<file path="config.mk">
export PLATFORM = sky130hd
export DESIGN_NAME = biquad_sequencer
export DESIGN_NICKNAME = d
export VERILOG_FILES = /design/src/rtl/biquad_pkg.sv /design/src/rtl/biquad_sequencer_sync_fifo.sv /design/src/rtl/biquad_sequencer.sv
export SDC_FILE = /design/constraint.sdc
export NUM_CORES = 1
export LEC_CHECK = 0
export ABC_AREA = 1
export CORE_UTILIZATION = 53
export DETAILED_ROUTE_END_ITERATION = 10
export GPL_TIMING_DRIVEN = 0
export PLACE_DENSITY_LB_ADDON = 0.3
export SETUP_SLACK_MARGIN = 0.4
export SLEW_MARGIN = 25
export SYNTH_ARGS = -nofsm -noshare
export SYNTH_HDL_FRONTEND = slang
export SYNTH_SLANG_ARGS = --single-unit
export TNS_END_PERCENT = 5
</file>
<file path="constraint.sdc">
create_clock -name clk -period 4.56 [get_ports clk]
set_input_delay 0.684 -clock clk [delete_from_list [all_inputs] [get_ports clk]]
set_output_delay 0.684 -clock clk [all_outputs]
set_load 0.02 [all_outputs]
</file>
<file path="src/rtl/biquad_pkg.sv">
// Shared definitions for the biquad sequencer.
//   - Coefficient bank addresses as seen on cfg_addr.
//   - Timer width for the strobe-spacing counter.
//   - Sequencer state encoding (warm-up vs. running).
//   - warm_width(): width of the saturating warm-up counter.
package biquad_pkg;

  localparam int TIMER_W  = 8;
  localparam int NUM_COEF = 5;

  localparam logic [2:0] ADDR_B10 = 3'd0;
  localparam logic [2:0] ADDR_B11 = 3'd1;
  localparam logic [2:0] ADDR_B12 = 3'd2;
  localparam logic [2:0] ADDR_A11 = 3'd3;
  localparam logic [2:0] ADDR_A12 = 3'd4;

  typedef enum logic {
    WARM = 1'b0,  // filter pipeline still filling, results are discarded
    RUN  = 1'b1   // results are captured onto the output stream
  } seq_state_t;

  // A zero-latency build still needs a one-bit counter to keep widths legal.
  function automatic int warm_width(input int latency);
    return (latency < 1) ? 1 : $clog2(latency + 1);
  endfunction

endpackage

</file>
<file path="src/rtl/biquad_sequencer_sync_fifo.sv">
// sync_fifo: small synchronous FIFO feeding the filter strobe.
//   clk, reset : clock, synchronous active-high reset
//   push, wdata: write request and data (ignored when full)
//   pop        : remove head (ignored when empty)
//   head       : current head entry (valid when !empty)
//   full, empty: occupancy flags decoded from the count register
//   ready      : registered not-full flag, 0 while in reset
module sync_fifo #(
  parameter int DATAWIDTH  = 16,
  parameter int FIFO_DEPTH = 4
) (
  input  logic                 clk,
  input  logic                 reset,
  input  logic                 push,
  input  logic [DATAWIDTH-1:0] wdata,
  input  logic                 pop,
  output logic [DATAWIDTH-1:0] head,
  output logic                 full,
  output logic                 empty,
  output logic                 ready
);

  localparam int PTR_W = $clog2(FIFO_DEPTH);
  localparam int CNT_W = PTR_W + 1;

  logic [DATAWIDTH-1:0] mem [FIFO_DEPTH];
  logic [PTR_W-1:0]     wr_ptr_reg;
  logic [PTR_W-1:0]     rd_ptr_reg;
  logic [CNT_W-1:0]     count_reg;
  logic [CNT_W-1:0]     count_next;
  logic                 ready_reg;
  logic                 do_push;
  logic                 do_pop;

  assign full    = (count_reg == CNT_W'(FIFO_DEPTH));
  assign empty   = (count_reg == '0);
  assign do_push = push && !full;
  assign do_pop  = pop && !empty;
  assign head    = mem[rd_ptr_reg];
  assign ready   = ready_reg;

  always_comb begin
    count_next = count_reg;
    case ({do_push, do_pop})
      2'b10:   count_next = count_reg + 1'b1;
      2'b01:   count_next = count_reg - 1'b1;
      default: count_next = count_reg;
    endcase
  end

  // Power-of-two depth lets the pointers wrap by plain overflow.
  always_ff @(posedge clk) begin
    if (reset) begin
      wr_ptr_reg <= '0;
      rd_ptr_reg <= '0;
      count_reg  <= '0;
      ready_reg  <= 1'b0;
    end else begin
      if (do_push) wr_ptr_reg <= wr_ptr_reg + 1'b1;
      if (do_pop)  rd_ptr_reg <= rd_ptr_reg + 1'b1;
      count_reg <= count_next;
      ready_reg <= (count_next != CNT_W'(FIFO_DEPTH));
    end
  end

  always_ff @(posedge clk) begin
    if (do_push) mem[wr_ptr_reg] <= wdata;
  end

endmodule

</file>
<file path="src/rtl/biquad_sequencer.sv">
// biquad_sequencer: drives one biquad section and collects its output.
//   clk, reset          : clock, synchronous active-high reset
//   s_data/s_valid/s_ready : input sample stream (buffered in a FIFO)
//   m_data/m_valid/m_ready : filtered sample stream
//   flush               : strobe zero samples while the FIFO is empty
//   cfg_we/cfg_addr/cfg_wdata : shadow coefficient writes
//   cfg_commit, commit_pending : shadow-to-active copy request / status
//   bq_x, bq_valid, bq_enable, bq_y : filter section interface
//   a11, a12, b10, b11, b12 : active coefficients
// The filter is strobed once per CYCLES clocks at most; its output is
// sampled one cycle after the strobe, and the first LATENCY results after
// reset are thrown away while the pipeline fills.
module biquad_sequencer
  import biquad_pkg::*;
#(
  parameter int DATAWIDTH  = 16,
  parameter int COEFWIDTH  = 16,
  parameter int CYCLES     = 4,
  parameter int FIFO_DEPTH = 4,
  parameter int LATENCY    = 2
) (
  input  logic                 clk,
  input  logic                 reset,
  input  logic [DATAWIDTH-1:0] s_data,
  input  logic                 s_valid,
  output logic                 s_ready,
  output logic [DATAWIDTH-1:0] m_data,
  output logic                 m_valid,
  input  logic                 m_ready,
  input  logic                 flush,
  input  logic                 cfg_we,
  input  logic [2:0]           cfg_addr,
  input  logic [COEFWIDTH-1:0] cfg_wdata,
  input  logic                 cfg_commit,
  output logic                 commit_pending,
  output logic [DATAWIDTH-1:0] bq_x,
  output logic                 bq_valid,
  output logic                 bq_enable,
  input  logic [DATAWIDTH-1:0] bq_y,
  output logic [COEFWIDTH-1:0] a11,
  output logic [COEFWIDTH-1:0] a12,
  output logic [COEFWIDTH-1:0] b10,
  output logic [COEFWIDTH-1:0] b11,
  output logic [COEFWIDTH-1:0] b12
);

  localparam int WARM_W = warm_width(LATENCY);

  // ---------------------------------------------------------------- FIFO
  logic [DATAWIDTH-1:0] fifo_head;
  logic                 fifo_full;
  logic                 fifo_empty;
  logic                 fifo_ready;
  logic                 push;
  logic                 pop;

  // fifo_ready is the registered copy of !full; full is the same condition
  // decoded from the count and keeps the push guard self-contained.
  assign push    = s_valid && fifo_ready && !fifo_full;
  assign s_ready = fifo_ready;

  sync_fifo #(
    .DATAWIDTH  (DATAWIDTH),
    .FIFO_DEPTH (FIFO_DEPTH)
  ) u_fifo (
    .clk   (clk),
    .reset (reset),
    .push  (push),
    .wdata (s_data),
    .pop   (pop),
    .head  (fifo_head),
    .full  (fifo_full),
    .empty (fifo_empty),
    .ready (fifo_ready)
  );

  // ------------------------------------------------------ strobe timing
  logic [TIMER_W-1:0]   timer_reg;
  logic                 slot;
  logic                 out_free;
  logic                 strobe;
  logic                 bq_valid_reg;
  logic [DATAWIDTH-1:0] bq_x_reg;
  logic                 bq_enable_reg;
  logic                 cap_reg;
  logic                 m_valid_reg;
  logic [DATAWIDTH-1:0] m_data_reg;

  assign slot = (timer_reg == TIMER_W'(CYCLES - 1));

  // The output register must be empty (or emptying now) and no earlier
  // strobe may still be on its way to it. The in-flight terms only bite
  // for CYCLES below 3, where a result could otherwise be overwritten.
  assign out_free = (!m_valid_reg || m_ready) && !bq_valid_reg && !cap_reg;
  assign strobe   = slot && (!fifo_empty || flush) && out_free;
  assign pop      = strobe && !fifo_empty;

  // ---------------------------------------------------- warm-up FSM
  seq_state_t           state_reg;
  seq_state_t           state_next;
  logic [WARM_W-1:0]    warm_cnt_reg;
  logic                 capture;
  logic                 discard;

  always_ff @(posedge clk) begin
    if (reset) begin
      state_reg    <= (LATENCY == 0) ? RUN : WARM;
      warm_cnt_reg <= '0;
    end else begin
      state_reg <= state_next;
      if (discard) warm_cnt_reg <= warm_cnt_reg + 1'b1;
    end
  end

  always_comb begin
    state_next = state_reg;
    case (state_reg)
      WARM: if (cap_reg && (warm_cnt_reg == WARM_W'(LATENCY - 1))) state_next = RUN;
      RUN:  state_next = RUN;
      default: state_next = WARM;
    endcase
  end

  always_comb begin
    capture = 1'b0;
    discard = 1'b0;
    case (state_reg)
      WARM:    discard = cap_reg;
      RUN:     capture = cap_reg;
      default: discard = 1'b0;
    endcase
  end

  // ----------------------------------------------------- datapath regs
  always_ff @(posedge clk) begin
    if (reset) begin
      timer_reg     <= '0;
      bq_valid_reg  <= 1'b0;
      bq_x_reg      <= '0;
      bq_enable_reg <= 1'b0;
      cap_reg       <= 1'b0;
      m_valid_reg   <= 1'b0;
      m_data_reg    <= '0;
    end else begin
      timer_reg     <= slot ? '0 : timer_reg + 1'b1;
      bq_enable_reg <= 1'b1;
      bq_valid_reg  <= strobe;
      cap_reg       <= bq_valid_reg;
      if (strobe) bq_x_reg <= fifo_empty ? '0 : fifo_head;
      if (capture) begin
        m_valid_reg <= 1'b1;
        m_data_reg  <= bq_y;
      end else if (m_valid_reg && m_ready) begin
        m_valid_reg <= 1'b0;
      end
    end
  end

  assign bq_valid  = bq_valid_reg;
  assign bq_x      = bq_x_reg;
  assign bq_enable = bq_enable_reg;
  assign m_valid   = m_valid_reg;
  assign m_data    = m_data_reg;

  // ------------------------------------------------- coefficient bank
  logic [COEFWIDTH-1:0] shadow_reg [NUM_COEF];
  logic [COEFWIDTH-1:0] active_reg [NUM_COEF];
  logic [NUM_COEF-1:0]  wr_sel;
  logic                 commit_pending_reg;
  logic                 commit_copy;

  // Copying only at timer 0 keeps the active bank still around every strobe.
  assign commit_copy = (timer_reg == '0) && commit_pending_reg;

  genvar gi;
  generate
    for (gi = 0; gi < NUM_COEF; gi = gi + 1) begin : g_wr_sel
      assign wr_sel[gi] = cfg_we && (cfg_addr == 3'(gi));
    end
  endgenerate

  // Non-blocking update: a copy in the same cycle as a write takes the
  // old shadow value, the write lands in shadow only.
  always_ff @(posedge clk) begin
    if (reset) begin
      for (int i = 0; i < NUM_COEF; i++) begin
        shadow_reg[i] <= '0;
        active_reg[i] <= '0;
      end
      commit_pending_reg <= 1'b0;
    end else begin
      for (int i = 0; i < NUM_COEF; i++) begin
        if (wr_sel[i])   shadow_reg[i] <= cfg_wdata;
        if (commit_copy) active_reg[i] <= shadow_reg[i];
      end
      if (cfg_commit)       commit_pending_reg <= 1'b1;
      else if (commit_copy) commit_pending_reg <= 1'b0;
    end
  end

  assign commit_pending = commit_pending_reg;
  assign b10 = active_reg[ADDR_B10];
  assign b11 = active_reg[ADDR_B11];
  assign b12 = active_reg[ADDR_B12];
  assign a11 = active_reg[ADDR_A11];
  assign a12 = active_reg[ADDR_A12];

endmodule

</file>
==> results of run 1 <==
-- cell type report --
| type | instances | area share, % |
|---|---|---|
| Buffer | 27 | 1.430 |
| Multi-Input combinational cell | 377 | 13.67 |
| Clock buffer | 33 | 5.498 |
| Inverter | 133 | 3.743 |
| Tap cell | 260 | 2.415 |
| Sequential cell | 282 | 58.54 |
| Clock inverter | 18 | 1.003 |
| Timing Repair Buffer | 187 | 13.70 |
-- path summary, 6_finish.rpt --
path,startpoint,endpoint,slack [ps],depth (start not counted)
max reg2reg,timer_reg[0],u_fifo.ready,2060,13
min,timer_reg[0],timer_reg[0],460,1
min reg2reg,timer_reg[0],timer_reg[0],460,1
max,m_ready,u_fifo.ready,2020,13
-- cell families after synthesis --
kind of cell | Yosys count | share of synthesized area [%]
flip-flops | 282 | 75.94
XOR/XNOR | 3 | 0.2530
buffers and inverters | 160 | 6.710
AND/OR/NAND/NOR | 258 | 10.06
AO/OA/AOI/OAI | 107 | 5.879
adder cells (fa/ha/maj) | 9 | 1.157
-- layer usage --
metal	wire (µm)	GRT usage, %	share of wire [%]
met2	10910	38.08	52
met4	490	6.452	2.3
met3	1151	3.163	5.4
met5	0	0	0
met1	8624	26.70	41
-- metrics by stage --
step                      TNS (ps)  hold slack (ps)
final                            0            462.1
after global routing             0            483.1
after floorplan                  0            429.7
after CTS                        0            468.9
after detailed placement         0            456.6
after global placement      -22510            446.6
-- layout by cell type, fill, tap and decap left out, types with 2 or more instances in the layout --
cell	synthesis	routed
a21oi_1	22	22
a21oi_2	9	9
buf_12	1	2
buf_2	6	13
buf_4	2	4
buf_6	8	11
bufinv_16	0	2
clkbuf_1	10	14
clkbuf_16	0	29
clkdlybuf4s50_1	0	174
clkinv_1	1	9
clkinv_2	0	5
clkinvlp_4	0	2
dfxtp_1	58	58
edfxtp_1	224	224
ha_1	8	8
inv_1	130	130
nand2_1	49	48
nand2_2	2	2
nand3_1	6	6
nand3_4	2	2
nor2_1	189	185
nor2_2	2	6
nor2_4	2	2
nor3_1	3	3
o21ai_0	52	52
o21bai_1	2	2
o22ai_1	16	16
o41ai_2	0	3
xor2_1	2	2
-- worst max-delay path, cell delays in order --
cell and delay, ps:
clkdlybuf4s50_1 470, nor2_1 60, nor2_2 180, nand3_4 120
clkinv_4 100, buf_12 140, ha_1 160, inv_1 80
fa_1 480, nor2_1 50, a21oi_1 170, a21oi_1 90
o21bai_1 170
-- power by group --
| group | internal [W] | total [W] | switching, W |
|---|---|---|---|
| Sequential | 0.00296 | 0.00301 | 0.0000538 |
| Clock | 0.00126 | 0.00217 | 0.000907 |
| Combinational | 0.000231 | 0.000554 | 0.000323 |
| Total | 0.00446 | 0.00574 | 0.00128 |
==> metrics.txt, run 1 <==
CTS Sinks=282; clock buffer depth=3; cts hold-fix bufs=0; clock latency on the worst-skew pair=520 ps; share of layout cells above drive strength 1=9.177%; final instance area=13470 µm²; Storage cell area=7888 µm²; worst endpoint data arrival time=2930 ps; Resize count post-CTS=0; Tot Pwr=0.005740 W; effective utilization at floorplan=54.79%; Die X-Extent=142.0 µm; DRT Pass-1 Iters=5; RSZ-0062 raised after global routing=false; standard-cell rows=50; Synth area leaders=edfxtp_1 (65%), dfxtp_1 (11%), nor2_1 (6.8%), inv_1 (4.7%), o21ai_0 (2.5%); VDD IR-drop max=0.3739 mV; IO Port Bufs=174; pre-CTS WS=1513 ps; largest net degree at the start of global routing=44; H-tree Lvls=1; synthesized net count=886; most frequent cells after synthesis=edfxtp_1 (224), nor2_1 (189), inv_1 (130), dfxtp_1 (58), o21ai_0 (52); dpl cells=1266; DRT iter0 DRCs=370; # DRC=0; top_reg_cell synth=edfxtp_1; Worst EP required=4950 ps; Cell Area, Synth=10390 µm²; CTS tree=done; HPWL after detailed placement=14400 µm; run status=finished clean; endpoints failing hold=0; global-route usage over all layers=21.26%; GP Congestion=0.7933; Crit Path Max Fanout=10; Syn. warnings=0; post-place instance area=12600 µm²; max-capacitance violation count=0; Seq cells post-synth=282; Synth top area share=64.76%; via count=6497; fmax=393.6 MHz; TritonCTS Buffers=28; worst hold path type=flop to flop; Ports=175; crit path time final=2541 ps; Crit Path Category=input pin to flop; clk root buf=clkbuf_16; average wire per cell in the routed design=16.08 µm; Seq/Total Area, Yosys=75.94%; fill cell count=1295; Leak=5.176 nW; final period utilization=55.72%; largest area contributor in the netlist=edfxtp_1; initial antenna violation count=0; core area=18960 µm²; WL final=21180 µm; Worst setup SP type=input pin; global-route wire length before repair=32820 µm; postcts setup bufs=0; GRT overflow=0; vias in the first global route=6299; most frequent cell after synthesis=edfxtp_1; Synth Area per Inst=12.68 µm²; final setup violating endpoints=0; routed vias/inst=4.933; Post-synth EDFFs=224; PD cells=426.0 nW/µm²; Max Slew Vio Count=0; Layout Utilization=71.08%; CP Capture Type=flop; Die Area=20160 µm²; Clock transition at path regs=60 ps; post-synthesis cell count=819; Die Ht=142.0 µm; Ant. Diodes=0; setup clock skew after layout=9.919 ps; Antenna Nets Post-Route=0; slew margin rel.=36.49%; Layout area overhead=29.72%; Layout Nets=1103; worst-margin pin slew=951.7 ps; worst setup margin=2019 ps; area of the multi-input gates=1842 µm²; Async SR Flop Fraction=0%; library cells used by synthesis=35; post-route non-filler standard cell count=1317
Power figures use the tool's default switching activity.
==> run 2, diff against run 1 <==
Clock period 4.56 ns to 2.48 ns, I/O delays scaled along.
==> run 2 against run 1 <==
Combinational power increased by 88%; critical path depth unchanged; count of clock-buffer cells in the layout increased by 1.
==> metrics.txt, run 2 (synthesis gave the netlist of run 1 again) <==
run status=finished clean; Worst Reg2Reg Path Length in Cells=13; global-route wire length before repair=33470 µm; clk root buf=clkbuf_16; Antenna Nets Post-Route=0; PD cells=760.7 nW/µm²; Layout Utilization=71.27%; Crit Path Category=flop to flop; cts hold-fix bufs=0; fmax=453.2 MHz; endpoints failing hold=0; core area=18960 µm²; crit path time final=2206 ps; setup clock skew after layout=7.996 ps; clock latency on the worst-skew pair=520 ps; GP Congestion=0.7632; Worst path slowest cell=fa_1; RSZ-0062 raised after global routing=true; crit-path most repeated cell=ha_4; via count=6541; crit-path cells=ha_4 > nand2_4 > nor2_4 > nand3_4 > clkinv_4 > buf_12 > ha_4 > inv_2 > fa_1 > nor2_1 > a21oi_2 > a21oi_1 > o21bai_1; Worst Setup EP=u_fifo.ready; average wire per cell in the routed design=16.38 µm; CTS Sinks=282; slew margin rel.=39.12%; slowest stage delay, CP=490 ps; standard-cell rows=50; HPWL after detailed placement=14620 µm; H-tree Lvls=1; Ports=175; Ant. Diodes=0; CP Capture Type=flop; Die X-Extent=142.0 µm; Crit Path Max Fanout=4; final period utilization=88.96%; IO Port Bufs=174; internal reg-to-reg setup slack=270 ps; CP bufs+invs=3; worst endpoint data arrival time=2590 ps; Fin Setup TNS=0 ps; DRT iter0 DRCs=374; Worst path depth=13; CTS tree=done; Clock transition at path regs=60 ps; worst-margin pin slew=911.0 ps; leading cell type in the layout, fill and taps excluded=edfxtp_1; Layout area overhead=30.07%; effective utilization at floorplan=54.79%; clock buffer depth=3; Tot Pwr=0.01028 W; Layout Nets=1110; reg-to-reg startpoint=timer_reg[0]; vias in the first global route=6453; CP startpoint=timer_reg[0]; VDD IR-drop max=0.5964 mV; Worst EP required=2860 ps; post-place instance area=12580 µm²; worst hold path type=flop to flop; initial antenna violation count=0; Die Ht=142.0 µm; final instance area=13510 µm²; Max Slew Vio Count=0; TritonCTS Buffers=27; # DRC=0; Critical R2R Capture=u_fifo.ready; share of layout cells above drive strength 1=10.63%; Leak=5.188 nW; largest net degree at the start of global routing=81; max-capacitance violation count=0; DRT Pass-1 Iters=5; final setup violating endpoints=0; global-route usage over all layers=21.73%; routed vias/inst=4.944; Die Area=20160 µm²; Worst setup SP type=flop; WL final=21670 µm; most frequent cells in the layout=edfxtp_1 (224), nor2_1 (183), clkdlybuf4s50_1 (174); GRT overflow=0; Crit path max-delay family=adder cells
[run 2: cell type report]
| class | count | area (µm²) |
|---|---|---|
| Multi-Input combinational cell | 377 | 1903 |
| Clock inverter | 15 | 63.81 |
| Clock buffer | 34 | 721.9 |
| Timing Repair Buffer | 195 | 1899 |
| Fill cell | 1291 | 5446 |
| Sequential cell | 282 | 7899 |
| Inverter | 133 | 504.2 |
| Tap cell | 260 | 325.3 |
| Buffer | 27 | 192.7 |
[run 2: through the flow]
step | hold WS [ps] | setup slack (ps) | cells
after floorplan | 429.7 | -164.3 | 819
final | 453.9 | 273.7 | 1323
after detailed placement | 459.3 | -256.9 | 1263
after CTS | 436.2 | 296.8 | 1320
after global routing | 474.4 | 195.7 | 1323
after global placement | 446.3 | -1872 | 1253
[run 2: routing by layer]
| metal | global-route usage (%) | vias up | wire [µm] |
|---|---|---|---|
| met5 | 0 | - | 0 |
| met4 | 6.282 | 0 | 500 |
| met3 | 3.230 | 40 | 1314 |
| met2 | 39.27 | 227 | 11240 |
| met1 | 27.08 | 3100 | 8612 |
| li1 | - | 3174 | - |
[run 2: where the power goes]
group	switching, W	internal, W	leakage [nW]
Clock	0.00164	0.00204	0.387
Sequential	0.000106	0.00544	2.67
Combinational	0.000604	0.000437	2.13
[run 2: worst register-to-register path, cell delays in order, from the launching register on]
cell and delay (ps):
dfxtp_4 370, ha_4 150, nand2_4 50, nor2_4 140
nand3_4 100, clkinv_4 70, buf_12 90, ha_4 120
inv_2 40, fa_1 490, nor2_1 50, a21oi_2 140
a21oi_1 80, o21bai_1 180
[run 2: worst min-delay path by stage]
stage | start | to | depth (start not counted)
2_1_floorplan | timer_reg[0] | timer_reg[0] | 1
3_3_place_gp | timer_reg[0] | timer_reg[0] | 1
3_5_place_dp | timer_reg[0] | timer_reg[0] | 1
4_1_cts | cfg_commit | commit_pending | 3
5_1_grt | timer_reg[0] | timer_reg[0] | 1
6_report | timer_reg[0] | timer_reg[0] | 1
[run 2: repair_timing]
item / CTS / global route
endpoints found under the setup margin: 83 / 69
resized for setup: 16 / 3
pin swaps: 11 / 6
buffers inserted: 8 / 3
==> run 3, diff against run 2 <==
Settings changed: CTS_BUF_LIST set to sky130_fd_sc_hd__clkbuf_16.
==> run 3 against run 2 <==
Count of clock-buffer cells in the layout shrank 7; critical path depth is the same; final area shrank 0.15%; register-to-register slack is essentially flat; clock power shrank 2%; global-route usage is essentially flat.
==> metrics.txt, run 3 (synthesis gave the netlist of run 1 again) <==
worst endpoint data arrival time=2590 ps; Layout area overhead=29.88%; # DRC=0; fill cell count=1295; via count=6524; Worst setup SP type=flop; Critical R2R Capture=u_fifo.ready; Die Ht=142.0 µm; fmax=454.0 MHz; worst-margin pin slew=941.1 ps; Crit Path Category=flop to flop; Cell Int Power=0.007841 W; uppermost layer routed=met4; share of layout cells above drive strength 1=10.44%; RSZ-0062 raised after global routing=true; H-tree Lvls=1; Worst EP required=2860 ps; WL met3=1236 µm; setup clock skew after layout=7.342 ps; crit-path cells=ha_4 > nand2_4 > nor2_4 > nand3_4 > clkinv_4 > buf_12 > ha_4 > inv_2 > fa_1 > nor2_1 > a21oi_2 > a21oi_1 > o21bai_1; final instance area=13490 µm²; GP Congestion=0.7632; final setup violating endpoints=0; CTS Sinks=282; largest net degree at the start of global routing=81; effective utilization at floorplan=54.79%; CP Capture Type=flop; NetSw=0.002355 W; WL final=21710 µm; Clock transition at path regs=60 ps; sequential share of power=54.4%; hold path depth=3; Ant. Diodes=0; HPWL after detailed placement=14620 µm; endpoints failing hold=0; Worst Setup EP=u_fifo.ready; Net Sw Frac=23.10%; DRT Pass-1 Iters=5; standard-cell rows=50; slew margin rel.=37.19%; Crit Path Max Fanout=4; DRT iter0 DRCs=351; most frequent cells in the layout=edfxtp_1 (224), nor2_1 (183), clkdlybuf4s50_1 (174); reg-to-reg startpoint=timer_reg[0]; leading cell type in the layout, fill and taps excluded=edfxtp_1; Max Slew Vio Count=0; worst hold path type=input pin to flop; initial antenna violation count=0; pre-CTS WS=-256.9 ps; clock latency on the worst-skew pair=520 ps; post-place instance area=12580 µm²; CTS tree=done; Ports=175; final period utilization=88.81%; clock power share=35.4%; Die Area=20160 µm²; clock buffer depth=3; clk root buf=clkbuf_16; Worst Reg2Reg Path Length in Cells=13; CP startpoint=timer_reg[0]; core area=18960 µm²; met2 WL=11250 µm; M1 WL=8779 µm; slowest stage delay, CP=490 ps; Worst path slowest cell=fa_1; vias in the first global route=6456; cts hold-fix bufs=0; IO Port Bufs=174; Gate power share=10.2%; internal reg-to-reg setup slack=280 ps; GRT overflow=0; TritonCTS Buffers=27; final hold slack=454.4 ps; VDD IR-drop max=0.5946 mV; Layout Nets=1110; worst setup margin=277.6 ps; routed vias/inst=4.931; run status=finished clean; crit-path most repeated cell=ha_4; average wire per cell in the routed design=16.41 µm; global-route usage over all layers=21.74%; max-capacitance violation count=0; PD cells=755.8 nW/µm²; Antenna Nets Post-Route=0; Leak=5.197 nW; Die X-Extent=142.0 µm; global-route wire length before repair=33510 µm; crit path time final=2202 ps
==> run 3: changes by cell type in the layout (fill, tap and decap cells not counted), sizes merged <==
| cell | previous run | this run |
|---|---|---|
| clkbuf | 44 | 37 |
| inv | 131 | 136 |
| clkinv | 16 | 18 |
==> run 3: area by class of cell <==
type	instances	area (µm²)	share of cell area, %
inverter	133	504.2	3.738
tap	260	325.3	2.412
clock buffer	27	675.6	5.009
sequential	282	7899	58.56
clock inverter	22	90.09	0.6678
multi-input combinational	377	1903	14.11
timing repair buffer	195	1899	14.08
buffer	27	192.7	1.428
==> run 3: routing by layer <==
metal  track usage [%]  up-vias
li1                  -     3175
met1             27.10     3092
met2             39.27      221
met3             3.230       36
met4             6.282        0
met5                 0        -
==> run 3: timing repair <==
action	4_1_cts	5_1_grt
pin swaps	11	6
endpoints found under the setup margin	83	69
setup buffers	8	3
resized for setup	16	3
==> run 3: per-stage QoR <==
stage	instances	setup TNS [ps]	utilization (%)	total power, W
floorplan	819	-5259	-	0.006134
global placement	1253	-88810	65.78	0.006605
detailed placement	1263	-11780	66.36	0.006668
CTS	1320	0	71.00	0.01024
global route	1323	0	71.16	0.01054
finish	1323	0	71.16	0.01020
==> run 3: power by group through the flow <==
stage | clock [W] | sequential, W | combinational (W)
2_1_floorplan | 0 | 0.00579 | 0.000346
5_1_grt | 0.00384 | 0.00557 | 0.00112
3_3_place_gp | 0 | 0.00564 | 0.000965
3_5_place_dp | 0 | 0.00565 | 0.00102
4_1_cts | 0.00365 | 0.00555 | 0.00104
6_report | 0.00360 | 0.00555 | 0.00104
==> run 3: worst min-delay path by stage <==
stage / start / to / slack, ps
after floorplan: timer_reg[0] / timer_reg[0] / 430
after global placement: timer_reg[0] / timer_reg[0] / 450
after detailed placement: timer_reg[0] / timer_reg[0] / 460
after CTS: cfg_commit / commit_pending / 440
after global routing: timer_reg[0] / timer_reg[0] / 470
final: cfg_commit / commit_pending / 450
==> run 3: worst max-delay path, delay by kind of cell, from the launching register on <==
kind	cells	cell delay, ps
buffers and inverters	3	200
AND/OR/NAND/NOR	4	340
adder cells (fa/ha/maj)	3	760
flip-flops	1	370
AO/OA/AOI/OAI	3	400
